--- src/rtl/fbw_pkg.sv ---
// Shared definitions for the framebuffer write arbiter: channel map, group
// masks, FSM state encoding and coordinate/pixel widths.
package fbw_pkg;

  localparam int NUM_CH  = 4;
  localparam int COORD_W = 10;
  localparam int PIX_W   = 8;

  // First channel of each group; the low index bit selects within the group.
  localparam logic [1:0] CH_DRAW_BASE  = 2'd0;
  localparam logic [1:0] CH_ERASE_BASE = 2'd2;

  localparam logic [NUM_CH-1:0] DRAW_MASK  = 4'b0011;
  localparam logic [NUM_CH-1:0] ERASE_MASK = 4'b1100;

  typedef enum logic {
    ST_IDLE   = 1'b0,
    ST_LOCKED = 1'b1
  } fbw_state_e;

endpackage

--- src/rtl/fb_write_arbiter_rr_pick2.sv ---
// Two-way round-robin pick. The pointer names the preferred channel; after a
// completed burst it moves to the channel following the one that finished.
module rr_pick2 (
  input  logic       clock,
  input  logic       reset,
  input  logic [1:0] req,
  input  logic       adv,
  input  logic       adv_owner,
  output logic       pick
);

  logic ptr;

  // Prefer the pointed-at channel, fall back to the other one.
  always_comb begin
    pick = req[ptr] ? ptr : ~ptr;
  end

  // Pointer update on burst completion within this group.
  always_ff @(posedge clock) begin
    if (reset) begin
      ptr <= 1'b0;
    end else if (adv) begin
      ptr <= ~adv_owner;
    end
  end

endmodule

--- src/rtl/fb_write_arbiter.sv ---
// Four-channel framebuffer write arbiter. Erase channels (2,3) beat draw
// channels (0,1); round-robin within each group; a burst locks the port to
// its owner until its last beat or until the owner stays idle TIMEOUT cycles.
// Optional feature: define FBW_BOUNDS_CHECK_EN to suppress writes whose
// coordinates fall outside X_MAX x Y_MAX and count them in drop_count.
module fb_write_arbiter
  import fbw_pkg::*;
#(
  parameter int X_MAX   = 640,
  parameter int Y_MAX   = 480,
  parameter int TIMEOUT = 16
) (
  input  logic                      clock,
  input  logic                      reset,
  input  logic [NUM_CH-1:0]         req_valid,
  input  logic [NUM_CH-1:0]         req_last,
  input  logic [NUM_CH*COORD_W-1:0] req_x,
  input  logic [NUM_CH*COORD_W-1:0] req_y,
  input  logic [NUM_CH*PIX_W-1:0]   req_data,
  output logic [NUM_CH-1:0]         req_ready,
  output logic                      wr_en,
  output logic [COORD_W-1:0]        wr_x,
  output logic [COORD_W-1:0]        wr_y,
  output logic [PIX_W-1:0]          wr_data,
  output logic [1:0]                grant_id,
  output logic                      busy,
  output logic [15:0]               drop_count
);

  localparam logic [COORD_W:0] X_LIM   = (COORD_W+1)'(X_MAX);
  localparam logic [COORD_W:0] Y_LIM   = (COORD_W+1)'(Y_MAX);
  localparam logic [15:0]      TO_LAST = 16'(TIMEOUT - 1);

  fbw_state_e         state;
  logic [1:0]         owner;
  logic [15:0]        idle_cnt;
  logic               draw_pick;
  logic               erase_pick;
  logic               erase_any;
  logic [1:0]         winner;
  logic [1:0]         xfer_ch;
  logic               xfer;
  logic               xfer_last;
  logic [COORD_W-1:0] sel_x;
  logic [COORD_W-1:0] sel_y;
  logic [PIX_W-1:0]   sel_data;
  logic               oob;

  rr_pick2 u_draw_rr (
    .clock     (clock),
    .reset     (reset),
    .req       (req_valid[1:0]),
    .adv       (xfer && xfer_last && !xfer_ch[1]),
    .adv_owner (xfer_ch[0]),
    .pick      (draw_pick)
  );

  rr_pick2 u_erase_rr (
    .clock     (clock),
    .reset     (reset),
    .req       (req_valid[3:2]),
    .adv       (xfer && xfer_last && xfer_ch[1]),
    .adv_owner (xfer_ch[0]),
    .pick      (erase_pick)
  );

  // Winner selection, ready generation and mux of the transferring beat.
  always_comb begin
    erase_any = |(req_valid & ERASE_MASK);
    winner    = erase_any ? (CH_ERASE_BASE | {1'b0, erase_pick})
                          : (CH_DRAW_BASE  | {1'b0, draw_pick});
    xfer_ch   = (state == ST_LOCKED) ? owner : winner;
    req_ready = '0;
    if (!reset) begin
      if (state == ST_LOCKED) begin
        req_ready[owner] = 1'b1;
      end else if ((|(req_valid & DRAW_MASK)) || erase_any) begin
        req_ready[winner] = 1'b1;
      end
    end
    xfer      = |(req_valid & req_ready);
    xfer_last = req_last[xfer_ch];
    sel_x     = req_x[xfer_ch*COORD_W +: COORD_W];
    sel_y     = req_y[xfer_ch*COORD_W +: COORD_W];
    sel_data  = req_data[xfer_ch*PIX_W +: PIX_W];
    oob       = ({1'b0, sel_x} >= X_LIM) || ({1'b0, sel_y} >= Y_LIM);
  end

  // Burst lock FSM with owner-idle timeout; busy mirrors the LOCKED state.
  always_ff @(posedge clock) begin
    if (reset) begin
      state    <= ST_IDLE;
      owner    <= 2'd0;
      idle_cnt <= 16'd0;
      busy     <= 1'b0;
    end else begin
      case (state)
        ST_IDLE: begin
          idle_cnt <= 16'd0;
          if (xfer && !xfer_last) begin
            state <= ST_LOCKED;
            owner <= winner;
            busy  <= 1'b1;
          end
        end
        ST_LOCKED: begin
          if (xfer) begin
            idle_cnt <= 16'd0;
            if (xfer_last) begin
              state <= ST_IDLE;
              busy  <= 1'b0;
            end
          end else if (idle_cnt == TO_LAST) begin
            idle_cnt <= 16'd0;
            state    <= ST_IDLE;
            busy     <= 1'b0;
          end else begin
            idle_cnt <= idle_cnt + 16'd1;
          end
        end
      endcase
    end
  end

`ifdef FBW_BOUNDS_CHECK_EN
  function automatic logic [15:0] sat_inc(input logic [15:0] v);
    return (v == 16'hFFFF) ? v : v + 16'd1;
  endfunction

  // Write stage (_p1): out-of-bounds beats are consumed but not written.
  always_ff @(posedge clock) begin
    if (reset) begin
      wr_en      <= 1'b0;
      wr_x       <= '0;
      wr_y       <= '0;
      wr_data    <= '0;
      grant_id   <= 2'd0;
      drop_count <= 16'd0;
    end else begin
      wr_en <= xfer && !oob;
      if (xfer) begin
        wr_x     <= sel_x;
        wr_y     <= sel_y;
        wr_data  <= sel_data;
        grant_id <= xfer_ch;
      end
      if (xfer && oob) begin
        drop_count <= sat_inc(drop_count);
      end
    end
  end
`else
  logic unused_oob;
  assign unused_oob = oob;
  assign drop_count = 16'd0;

  // Write stage (_p1): every transferred beat is written.
  always_ff @(posedge clock) begin
    if (reset) begin
      wr_en    <= 1'b0;
      wr_x     <= '0;
      wr_y     <= '0;
      wr_data  <= '0;
      grant_id <= 2'd0;
    end else begin
      wr_en <= xfer;
      if (xfer) begin
        wr_x     <= sel_x;
        wr_y     <= sel_y;
        wr_data  <= sel_data;
        grant_id <= xfer_ch;
      end
    end
  end
`endif

endmodule
--- config.mk ---
export PLATFORM = sky130hd
export DESIGN_NAME = fb_write_arbiter
export DESIGN_NICKNAME = d
export VERILOG_FILES = /design/src/rtl/fbw_pkg.sv /design/src/rtl/fb_write_arbiter_rr_pick2.sv /design/src/rtl/fb_write_arbiter.sv
export SDC_FILE = /design/constraint.sdc
export NUM_CORES = 1
export LEC_CHECK = 0
export BUFFER_PORTS_ARGS = -buffer_cell sky130_fd_sc_hd__buf_4
export CAP_MARGIN = 20
export CORE_MARGIN = 8
export CORE_UTILIZATION = 45
export DETAILED_ROUTE_END_ITERATION = 6
export GPL_ROUTABILITY_DRIVEN = 0
export GPL_TIMING_DRIVEN = 0
export PLACE_DENSITY = 0.86
export SYNTH_ARGS = -nofsm -noshare
export SYNTH_HDL_FRONTEND = slang
export SYNTH_SLANG_ARGS = --single-unit
export TNS_END_PERCENT = 100
--- constraint.sdc ---
create_clock -name clock -period 2.6 [get_ports clock]
set_clock_uncertainty 0.15 [all_clocks]
set_input_delay 0.13 -clock clock [delete_from_list [all_inputs] [get_ports clock]]
set_output_delay 0.13 -clock clock [all_outputs]
set_load 0.05 [all_outputs]
==> metrics.md, run 1 <==
| Metric | Value |
|---|---|
| Critical path peak fanout | 5 |
| Syn Area/Cell | between 6 and 7 um^2 |
| Worst path required time | about 2.7 ns |
| Die height | 99.7 um |
| # setup viols final | 0 |
| Area leader, netlist | dfxtp_1 |
| I/O pins | about 170 |
| Placed cell count | 748 |
| All-Layer GR Usage | 0.231 |
| Final hold violation count | 0 |
| Wire per inst | around 16 um |
| Vias per inst | slightly above 5 |
| Post-route cell area | between 0.004 and 0.005 mm^2 |
| Clock edge transition at the registers on the reported setup and hold paths | 0.10 ns |
| Crit share post-route | 0.939 |
| Relative slew slack | 0.537 |
| Pwr dens | between 800 and 900 mW/mm^2 |
| CTS buffer count | 5 |
| Input/output buffers | between 150 and 200 |
| Initial antenna violation count | 0 |
| Vias in the first global route | between 3000 and 4000 |
| R2r endpoint | owner[0] |
| Core ar. | 0.00679 mm^2 |
| FF+latch count, synth | 53 |
| Largest net degree at the start of global routing | 17 |
| Min-delay src | req_last[1] |
| CTS H-tree lvls | 2 |
| Top-area cell type share of the netlist area | 0.336 |
| Crit path largest cell delay | 0.58 ns |
| Type of the tightest min-delay check | input pin to flop |
| Most common cell after layout, fill and taps aside | buf_4 |
| Vias | between 3000 and 4000 |
| WP buf/inv | 1 |
| LEAKAGE | about 2.2 nW |
| Synth top area cells | dfxtp_1, nand2_1, nand3_1 |
| Peak VDD IR | 0.000593 V |
| # rows | 30 |
| Placed Area | between 0.004 and 0.005 mm^2 |
| Starting density of the core | 0.464 |
| Most frequent cells in the layout | buf_4, nand2_1, nand3_1, dfxtp_1, a21oi_1 |
| Crit path kind | flop to flop |
| Post-synthesis sequential area ratio | 0.336 |
| CP Launch Type | flop |
| Clk buf depth | 2 |
| CTS tree | done |
| Final wirelength | roughly 12000 um |
| Overall Power | 4.12 mW |
| Setup TNS | 0 ns |
| Final ANT Viol Nets | 0 |
| Mapped Area | approximately 0.0032 mm^2 |
| DR pass1 iterations | 6 |
| Total Nets Final | 786 |
| Final Non-Filler Cells | between 700 and 800 |
| Clock sink count | 53 |
| DP Worst Slack | -0.115 ns |
| HPWL after detailed placement | roughly 9500 um |
| Max stage delay cell, worst path | o311ai_1 |
| Worst skew pair latency | ~0.31 ns |
| Critical path's top delay family | compound AO/OA/AOI/OAI gates |
| Slew @ Worst Pin | 0.684 ns |
| DRC Markers | 0 |
| Post-synthesis cell type count | 42 |
| R2r setup slk | 0.16 ns |
| DRT iter0 DRCs | ~270 |
| Final slew viol count | 0 |
| Hold depth | 4 |
| Diode count | 0 |
| FILL cells | 585 |
| Worst reg2reg path depth | 7 |
| Worst EP arrival | 2.51 ns |
| Layout cell share with drive strength beyond 1 | 0.315 |
| Post-layout min period | between 2 and 2.5 ns |
| Area growth syn-to-layout | 47.3% |
| Final setup margin | approximately 0.16 ns |
| Mapped Cells | 480 |
| FMAX | between 0.4 and 0.5 GHz |
| Die Width | 99.7 um |
| Worst Setup End Kind | flop |
| First-pass GRT wire length | around 19000 um |
| Hold Crit Endpoint | u_draw_rr.ptr |
| Maxcap violations | 0 |
| Unrepaired setup endpoints after global routing | false |
| Run status | finished, final reports clean |
| GRT overflow | 0 |
| Cell chain of the critical path | nand3_1 > o21a_1 > o311ai_1 > nor2_4 > buf_4 > or3_1 > a221oi_1 |
| Reg2Reg Launch Point | owner[1] |
| Yosys warns | 0 |
| Die footprint | 0.00995 mm^2 |
| WHS | 0.0378 ns |
| Root Driver | clkbuf_8 |
| Finished Core Util | 0.684 |
## worst max path at each step
stage,from,end,slack (ns),cells past startpoint
3_5_place_dp,state,wr_x[8],-0.12,9
2_1_floorplan,state,req_ready[1],0.1,3
5_1_grt,u_draw_rr.ptr,owner[0],0.02,6
4_1_cts,state,wr_x[4],0.007,9
6_report,owner[1],owner[0],0.16,7
3_3_place_gp,state,wr_data[5],-0.02,9
## worst reg2reg max path, delay by kind of cell, from the launching register on
family	cells	cell delay (ns)
AOI/OAI and AO/OA	3	0.96
and+or+nand+nor	3	0.60
DFF	1	0.46
buffers and inverters	1	0.18
## flip-flops by register name, indices dropped and copies added (netlist names)
register and flops:
busy 1, wr_y 10, wr_en 1, state 1
wr_data 8, u_erase_rr.ptr 1, idle_cnt 16, wr_x 10
grant_id 2, owner 2, u_draw_rr.ptr 1
## layer usage
metal / up-vias / track usage / routed length, um
li1: 1936 / - / -
met1: 1794 / 0.258 / 4670
met2: 183 / 0.400 / 5880
met3: 28 / 0.0740 / 1030
met4: 0 / 0.0803 / 318
met5: - / 0 / 0
## power by group
group	leakage [nW]	total, mW	switching [mW]	internal (mW)
Combinational	1.71	2.57	1.74	0.834
Sequential	0.433	1.09	0.114	0.980
Clock	0.0439	0.459	0.272	0.187
Total	2.19	4.12	2.12	2.00
## timing repair
| item | in CTS | in global routing |
|---|---|---|
| setup endpoints to repair | 19 | 41 |
| hold buffers | 2 | 0 |
| setup buffers | 0 | 2 |
| pin swaps | 0 | 1 |
| gates cloned | 0 | 0 |
| resized for setup | 1 | 14 |
| hold endpoints to repair | 1 | 0 |
## layout make-up
type / count / area [um^2] / area share
Inverter: 13 / 48.8 / 0.0105
Tap cell: 96 / 120 / 0.0258
Buffer: 48 / 263 / 0.0565
Multi-Input combinational cell: 381 / 1860 / 0.399
Clock buffer: 5 / 68.8 / 0.0148
Timing Repair Buffer: 161 / 1210 / 0.261
Sequential cell: 53 / 1060 / 0.228
Clock inverter: 3 / 17.5 / 0.00377
## synth_stat cells, drive strengths merged
master   number
xnor2         8
and4          2
nor2b         2
and3          3
and3b         1
a311oi        1
o41ai         1
nor2         27
dfxtp        53
or3           1
o221a         1
o311ai        1
clkbuf       27
nand3        90
buf          21
mux2i         3
nand4         3
ha            1
conb          1
o21a          1
nor4          3
a21oi        36
nor3          4
xor2          6
a221o         1
or4           1
o211a         1
nand2       152
a31oi         2
o21ai         8
or2           1
a221oi        3
inv          13
o2111ai       1
## logic make-up (layout without fill, tap and decap cells)
group | Yosys count | after routing | share of synthesized area
AOI/OAI and AO/OA | 57 | 57 | 0.105
other | 1 | 16 | 0.00119
adders and majority gates | 1 | 1 | 0.00396
muxes | 3 | 3 | 0.00952
DFF | 53 | 53 | 0.336
buffers and inverters | 61 | 230 | 0.0960
and+or+nand+nor | 290 | 290 | 0.409
xor gates and xnor gates | 14 | 14 | 0.0389
No activity file was read; power rests on OpenSTA's default activity.
==> inputs of run 2 (changes only) <==
- ABC_AREA: default -> 1
- CORE_UTILIZATION: 45 -> 46
==> metrics.md, run 2 <==
| Metric | Value |
|---|---|
| Run status | finished, final reports clean |
| Slew @ Worst Pin | between 0.5 and 0.6 ns |
| Die Width | roughly 100 um |
| Post-CTS setup repair buffer count | 0 |
| Pwr dens | 858 mW/mm^2 |
| Total Nets Final | ~830 |
| Post-cts sizing count | 0 |
| DR pass1 iterations | 4 |
| First-pass GRT wire length | between 15000 and 20000 um |
| Setup TNS | 0 ns |
| Vias per inst | 5.01 |
| HPWL after detailed placement | 9570 um |
| I/O pins | 174 |
| All-Layer GR Usage | 0.224 |
| CP Launch Type | input pin |
| Worst Setup End Kind | flop |
| CTS buffer count | 5 |
| Die height | about 100 um |
| Root Driver | clkbuf_8 |
| Largest register FFs | 16 |
| Commonest cells post-synth | nand2_1, nor2_1, inv_1, o21ai_0, dfxtp_1 |
| DRT iter0 DRCs | 129 |
| Worst EP arrival | approximately 2.4 ns |
| Core ar. | between 0.007 and 0.008 mm^2 |
| Layout cell share with drive strength beyond 1 | 0.325 |
| Final wirelength | 11800 um |
| Largest net degree at the start of global routing | 17 |
| WHS | 0.0316 ns |
| Wire per inst | 14.6 um |
| Maxcap violations | 0 |
| Top FF cell, synth | dfxtp_1 |
| Top-area cell type share of the netlist area | 0.312 |
| Mapped Area | between 0.003 and 0.004 mm^2 |
| LEAKAGE | ~2.4 nW |
| Area growth syn-to-layout | 43.8% |
| Yosys warns | 0 |
| DRC Markers | 0 |
| Post-synthesis cell type count | 35 |
| Clk buf depth | 2 |
| Clock edge transition at the registers on the reported setup and hold paths | 0.09 ns |
| Synth top area cells | dfxtp_1, nand2_1, o21ai_0 |
| Final ANT Viol Nets | 0 |
| Most common cell in the synthesized netlist | nand2_1 |
| Mapped Cells | 524 |
| Largest regs | idle_cnt: 16 flops, wr_x: 10 flops, wr_y: 10 flops |
| Area leader, netlist | dfxtp_1 |
| Vias | 4026 |
| Vias in the first global route | 3994 |
| Hold_buf cts | 1 |
| Peak VDD IR | between 0.0004 and 0.0005 V |
| # setup viols final | 0 |
| Most frequent cells in the layout | buf_4, nand2_1, nor2_1, inv_1, o21ai_0 |
| Crit share post-route | 0.894 |
| Input/output buffers | 157 |
| FF+latch count, synth | between 50 and 60 |
| # rows | 31 |
| Post-layout min period | between 2 and 2.5 ns |
| Post-synth ARST share | 0 |
| Crit path kind | input pin to flop |
| FILL cells | between 600 and 700 |
| CTS tree | done |
| Clock sink count | 53 |
| Starting density of the core | 0.471 |
| Worst path required time | about 2.6 ns |
| Type of the tightest min-delay check | input pin to flop |
| Final hold violation count | 0 |
| Worst skew pair latency | roughly 0.30 ns |
| Final slew viol count | 0 |
| Post-synth EDFFs | 0 |
| Initial antenna violation count | 0 |
| Most common cell after layout, fill and taps aside | buf_4 |
| Syn Area/Cell | 6.48 um^2 |
| Critical path peak fanout | 10 |
| Relative slew slack | 0.664 |
| Largest Register | idle_cnt |
| FMAX | ~0.43 GHz |
| CTS H-tree lvls | 2 |
| Die footprint | just over 0.01 mm^2 |
| Unrepaired setup endpoints after global routing | false |
| GRT overflow | 0 |
| Diode count | 0 |
| Post-synthesis sequential area ratio | 0.312 |
## run 2: final cells by class
| cell class | instances | area (um^2) | area share |
|---|---|---|---|
| multi-input cells | 377 | 1860 | 0.381 |
| repair buffers | 158 | 1190 | 0.243 |
| flip-flops and latches | 53 | 1060 | 0.217 |
| plain buffers | 45 | 292 | 0.0597 |
| inverters | 64 | 240 | 0.0492 |
| well taps | 99 | 124 | 0.0254 |
| clock buffers | 6 | 82.6 | 0.0169 |
| clock inverters | 2 | 37.5 | 0.00768 |
## run 2: path summary, 6_finish.rpt
check        cells past startpoint   startpoint           to  slack (ns)
max                             13        reset  grant_id[0]        0.28
min                              5    req_y[16]      wr_y[6]        0.03
max reg2reg                      9        state      wr_y[9]        0.41
min reg2reg                      1  idle_cnt[0]  idle_cnt[0]        0.30
## run 2: per-layer routing
layer	share of wire	global-route usage	wire, um
met2	0.46	0.386	5460
met5	0	0	0
met1	0.41	0.256	4850
met3	0.093	0.0565	1090
met4	0.032	0.0971	379
## run 2: power breakdown
| part | leakage [nW] | switching (mW) | total [mW] | internal (mW) |
|---|---|---|---|---|
| Combinational | 1.91 | 1.69 | 2.54 | 0.850 |
| Clock | 0.0574 | 0.271 | 0.584 | 0.313 |
| Sequential | 0.432 | 0.0975 | 1.07 | 0.970 |
| Total | 2.40 | 2.06 | 4.19 | 2.13 |
## run 2: logic make-up after synthesis
kind of cell	count (synthesis)	share of synthesized area
flops	53	0.312
buf+inv	109	0.157
fa+ha+maj	1	0.00368
simple gates	221	0.291
compound gates	125	0.199
xor+xnor	14	0.0361
other cells	1	0.00110
## run 2: per-stage QoR
| step | total power, mW | instances | util | cell area (um^2) | worst slack, ns |
|---|---|---|---|---|---|
| 2_1_floorplan | 2.84 | 539 | - | 3450 | 0.773 |
| 3_3_place_gp | 3.57 | 795 | 0.659 | 4750 | 0.509 |
| 5_1_grt | 4.47 | 804 | 0.677 | 4880 | 0.0631 |
| 3_5_place_dp | 3.62 | 795 | 0.659 | 4750 | 0.453 |
| 4_1_cts | 4.20 | 804 | 0.677 | 4880 | 0.236 |
| 6_report | 4.19 | 804 | 0.677 | 4880 | 0.275 |
## run 2: critical path: stages
cell	delay [ns]
dlygate4sd3_1	0.53
buf_4	0.15
inv_1	0.06
clkbuf_1	0.38
nand2_1	0.15
nor2_1	0.25
nor2_4	0.08
nand2_4	0.11
inv_2	0.07
buf_6	0.14
buf_6	0.14
a21oi_2	0.11
nor2_1	0.04
